[src/rtl/snitch_vfpr_arbiter.sv]
// rtl/snitch_vfpr_arbiter.sv - round-robin arbiter sharing the vfpr request port
// Locks onto a stalled grant and steers in-order responses back through an ID FIFO.
package snitch_vfpr_arbiter_pkg;
  typedef struct packed {
    logic [31:0] addr;
    logic        write;
    logic [63:0] data;
    logic [7:0]  strb;
    logic        user;
  } tcdm_req_chan_t;

  typedef struct packed {
    logic           q_valid;
    tcdm_req_chan_t q;
  } tcdm_req_t;

  typedef struct packed {
    logic [63:0] data;
  } tcdm_rsp_chan_t;

  typedef struct packed {
    logic           q_ready;
    logic           p_valid;
    tcdm_rsp_chan_t p;
  } tcdm_rsp_t;
endpackage

module snitch_vfpr_arbiter #(
  parameter int unsigned NumInp         = 3,
  parameter int unsigned MaxOutstanding = 4,
  parameter bit          StrayRspAssert = 1'b1,
  parameter type         tcdm_req_t     = snitch_vfpr_arbiter_pkg::tcdm_req_t,
  parameter type         tcdm_rsp_t     = snitch_vfpr_arbiter_pkg::tcdm_rsp_t
) (
  input  logic      clk_i,
  input  logic      rst_ni,
  input  tcdm_req_t in_req_i [NumInp-1:0],
  output tcdm_rsp_t in_rsp_o [NumInp-1:0],
  output tcdm_req_t out_req_o,
  input  tcdm_rsp_t out_rsp_i,
  output logic      busy_o
);

  localparam int unsigned IdxW = (NumInp > 1) ? $clog2(NumInp) : 1;
  localparam int unsigned PtrW = (MaxOutstanding > 1) ? $clog2(MaxOutstanding) : 1;
  localparam int unsigned CntW = $clog2(MaxOutstanding + 1);
  localparam logic [IdxW-1:0] LastIdx = IdxW'(NumInp - 1);
  localparam logic [PtrW-1:0] LastPtr = PtrW'(MaxOutstanding - 1);
  localparam logic [CntW-1:0] FullCnt = CntW'(MaxOutstanding);

  logic [IdxW-1:0] rr_q, lock_idx_q, sel, cand, head;
  logic            lock_q, any_sel, can_issue, req_valid, hs, pop;
  logic [IdxW-1:0] fifo_q [MaxOutstanding];
  logic [PtrW-1:0] wr_ptr_q, rd_ptr_q;
  logic [CntW-1:0] cnt_q;

  // A stalled request keeps its grant so the downstream request stays stable.
  always_comb begin
    sel     = rr_q;
    cand    = '0;
    any_sel = 1'b0;
    if (lock_q) begin
      sel     = lock_idx_q;
      any_sel = in_req_i[lock_idx_q].q_valid;
    end else begin
      for (int k = 0; k < int'(NumInp); k++) begin
        cand = IdxW'((int'(rr_q) + k) % int'(NumInp));
        if (!any_sel && in_req_i[cand].q_valid) begin
          sel     = cand;
          any_sel = 1'b1;
        end
      end
    end
  end

  assign can_issue = (cnt_q != FullCnt) | out_rsp_i.p_valid;
  assign req_valid = any_sel & can_issue;
  assign hs        = req_valid & out_rsp_i.q_ready;
  assign pop       = out_rsp_i.p_valid & (cnt_q != '0);
  assign head      = fifo_q[rd_ptr_q];
  assign busy_o    = (cnt_q != '0);

  always_comb begin
    out_req_o = '0;
    if (rst_ni && any_sel) begin
      out_req_o.q       = in_req_i[sel].q;
      out_req_o.q_valid = can_issue;
    end
    for (int i = 0; i < int'(NumInp); i++) begin
      in_rsp_o[i] = '0;
      if (rst_ni) begin
        in_rsp_o[i].p       = out_rsp_i.p;
        in_rsp_o[i].q_ready = out_rsp_i.q_ready & req_valid & (sel == IdxW'(i));
        in_rsp_o[i].p_valid = pop & (head == IdxW'(i));
      end
    end
  end

  always_ff @(posedge clk_i or negedge rst_ni) begin
    if (!rst_ni) begin
      rr_q       <= '0;
      lock_q     <= 1'b0;
      lock_idx_q <= '0;
      wr_ptr_q   <= '0;
      rd_ptr_q   <= '0;
      cnt_q      <= '0;
      for (int i = 0; i < int'(MaxOutstanding); i++) fifo_q[i] <= '0;
    end else begin
      if (hs) begin
        rr_q   <= (sel == LastIdx) ? '0 : sel + 1'b1;
        lock_q <= 1'b0;
      end else if (req_valid) begin
        lock_q     <= 1'b1;
        lock_idx_q <= sel;
      end
      if (hs) begin
        fifo_q[wr_ptr_q] <= sel;
        wr_ptr_q         <= (wr_ptr_q == LastPtr) ? '0 : wr_ptr_q + 1'b1;
      end
      if (pop) rd_ptr_q <= (rd_ptr_q == LastPtr) ? '0 : rd_ptr_q + 1'b1;
      if (hs && !pop) cnt_q <= cnt_q + 1'b1;
      else if (pop && !hs) cnt_q <= cnt_q - 1'b1;
    end
  end

  lock_hold_a: assert property (@(posedge clk_i) disable iff (!rst_ni)
    lock_q |-> in_req_i[lock_idx_q].q_valid)
    else $error("requester dropped q_valid while its grant was stalled");

  if (StrayRspAssert) begin : g_stray_chk
    stray_rsp_a: assert property (@(posedge clk_i) disable iff (!rst_ni)
      !(out_rsp_i.p_valid && cnt_q == '0))
      else $error("response received with no outstanding request");
  end

endmodule

[config.mk]
export PLATFORM = sky130hd
export DESIGN_NAME = snitch_vfpr_arbiter
export DESIGN_NICKNAME = d
export VERILOG_FILES = /design/src/rtl/snitch_vfpr_arbiter.sv
export SDC_FILE = /design/constraint.sdc
export NUM_CORES = 1
export LEC_CHECK = 0
export BUFFER_PORTS_ARGS = -buffer_cell sky130_fd_sc_hd__buf_2
export CAP_MARGIN = 20
export CORE_AREA = 8 8 267 269
export DETAILED_ROUTE_END_ITERATION = 8
export DIE_AREA = 0 0 275 277
export GPL_TIMING_DRIVEN = 1
export PLACE_DENSITY = 0.3
export SKIP_CTS_REPAIR_TIMING = 1
export SYNTH_ARGS = -nofsm -noshare
export SYNTH_HDL_FRONTEND = slang
export SYNTH_SLANG_ARGS = --single-unit
[constraint.sdc]
create_clock -name clk_i -period 6.6 [get_ports clk_i]
set_input_delay 0.99 -clock clk_i [delete_from_list [all_inputs] [get_ports clk_i]]
set_output_delay 0.99 -clock clk_i [all_outputs]
set_load 0.03 [all_outputs]
==> reports/qor.csv <==
metric,value,unit
CTS tree,built,
worst skew pair latency,0.25,ns
#FFs+latches synth,20,
setup TNS,0,ns
outcome,"complete, no violations",
CTS root buffer,clkbuf_16,
Peak VDD IR,0.1508,mV
"Slew Viols, Final",0,
Core Rows,95,
Total GRT Usage,8.674,%
drt first pass iters,5,
total CTS buffers,3,
WP data arrival,3.72,ns
WHS Endpoint,fifo_q[5],
worst hold margin,0.5023,ns
number of flops mapped to enable cells by yosys,0,
Top delay family on crit path,buffers and inverters,
multi-input logic area,0.002744,mm2
area of the core,0.06680,mm2
clk_skew,0.002186,ns
crit end category,output port,
routability-driven placement congestion ratio,1.000,
FF-to-FF Start,rr_q[1],
largest net degree at the start of global routing,72,
leakage power,5.060,nW
Finished Cell Area,0.008416,mm2
RSZ-0062 raised after global routing,false,
Least-Margin Pin Slew,0.8451,ns
FF+latch area,500.5,um2
Critical Path Fanout Max,68,
Post-Syn Instances,688,
Startpoint Class,input port,
vias in the first global route,7429,
Buf/Inv on CP,4,
worst hold stages,1,
detailed router's first-iteration violation count,478,
share of cells above drive strength 1,59.62,%
Sink Count,20,
Final period util,71.35,%
Vias/cell,3.310,
Max Fclk,212.4,MHz
Slowest cell on crit path,buf_4,
Syn Area/Cell,7.045,um2
R2R setup slack,3.36,ns
H-tree levels,1,
clock buffer depth,2,
"commonest cells after routing, fill and taps aside","buf_2 (694), inv_1 (115), nor2_1 (113)",
setup violators final,0,
Slew headroom,43.66,%
FF-to-FF path depth,10,
final hold vios,0,
Max-Cap Viols,0,
max incr delay on CP,0.60,ns
top_reg_cell synth,dfrtp_1,
antenna violations before repair,10,
sequential area share after synthesis,10.33,%
"Clk pin slew, worst setup/hold paths",0.06,ns
DIE AREA,0.07618,mm2
synth warn,0,
post-layout util,12.60,%
die span in x,275,um
minimum clock period,4.709,ns
# DRC,0,
pwr/cell area,395.5,mW/mm2
R2R Path End,cnt_q[1],
final WL,36110,um
die height,277,um
Routed Antenna Nets,0,
Async SR Flop Fraction,100.0,%
routed length per instance,17.20,um
HP Class,flip-flop to flip-flop,
IO buf count,694,
worst hold start,fifo_q[5],
Worst Path Required,5.61,ns
Final nets,1622,
Mapped Nets,1088,
Filler cells,7865,
first-pass GRT wire length,50960,um
GRT overflow,0,
Vias,6948,
"commonest non-fill, non-tap cell in the layout",buf_2,
Synth cell types,46,
placed inst area,0.008314,mm2
final std cells w/o fill,2099,
Initial Util,7.256,%
Synth Cell Area,0.004847,mm2
HPWL after DPL,32340,um
"Area growth, synth to finish",73.62,%
placed cells,2090,
I/O Pins,695,
Setup CP Type,input port to output port,
CP cell instances,"buf_2, mux2i_1, o211ai_1, o31a_1, a32oi_1, buf_4, nor3b_4, buf_4, a221o_1, buf_2",
## power by group
group          internal (mW)  switching, mW  leakage [nW]
clock                 0.0924         0.0461        0.0442
combinational          0.975           1.97          4.77
sequential             0.185         0.0557         0.242
total                   1.25           2.08          5.06
## logic make-up (layout without fill, tap and decap cells)
family / count (synthesis) / count (layout) / share of synthesized area [%]
flops: 20 / 20 / 10.33
mux: 22 / 22 / 5.421
fa+ha+maj: 11 / 11 / 2.994
buf+inv: 288 / 821 / 33.51
other cells: 0 / 5 / 0
xor+xnor: 3 / 3 / 0.5422
compound gates: 128 / 128 / 25.63
simple gates: 216 / 216 / 21.58
## metal layers
layer / vias up / part of all wire (%) / global-route usage, %
met1: 3284 / 40 / 10.32
met5: - / 0.075 / 0
met3: 25 / 8.4 / 2.314
li1: 3268 / - / -
met4: 4 / 0.57 / 1.304
met2: 367 / 51 / 15.65
## worst reg2reg max path: cells and delay by family (launching register included)
family	cells	cell delay (ns)
fa+ha+maj	3	1.00
simple gates	2	0.84
mux	2	0.56
flops	1	0.40
buf+inv	2	0.20
compound gates	1	0.12
## registers in the layout, indices dropped and copies added, names as in the netlist
signal and count:
wr_ptr_q 2, cnt_q 3, fifo_q 8, lock_q 1, lock_idx_q 2, rr_q 2
rd_ptr_q 2
## how the worst max path moves through the flow
stage,start,endpoint,slack [ns],depth (start not counted)
after floorplan,in_req_i[106],in_rsp_o[65],2.68,8
after global placement,in_req_i[106],out_req_o[22],2.01,10
after detailed placement,in_req_i[106],out_req_o[98],1.93,10
after CTS,in_req_i[106],out_req_o[98],1.92,10
after global routing,in_req_i[106],out_req_o[82],1.68,10
final,in_req_i[106],out_req_o[75],1.89,10
## synthesized netlist by cell type (all sizes together), types with 3 or more instances
master    n  share of area (%)
nor2b     5               0.65
nor3      4               0.52
ha       10                2.6
mux2i     6                1.2
a221o   106                 22
dfrtp    20                 10
and3      3               0.39
o21ai     7               0.72
a31oi     3               0.52
clkbuf   23                1.8
inv     115                8.9
nand2    13                1.0
nor3b     3               0.57
nor2    113                8.8
and2     67                8.6
mux2     14                3.3
buf     150                 23
## area by class of cell
| type | instances | area share, % |
|---|---|---|
| sequential | 20 | 5.947 |
| tap | 873 | 12.98 |
| timing repair buffer | 702 | 42.13 |
| inverter | 115 | 5.129 |
| antenna | 5 | 0.1487 |
| clock buffer | 4 | 1.056 |
| multi-input combinational | 380 | 32.60 |
## per-stage QoR
stage / total power [mW] / worst slack, ns
global route: 3.577 / 1.685
global placement: 3.244 / 2.009
CTS: 3.385 / 1.919
floorplan: 2.381 / 2.679
finish: 3.328 / 1.891
detailed placement: 3.232 / 1.932
(Power assumes the default switching activity.)
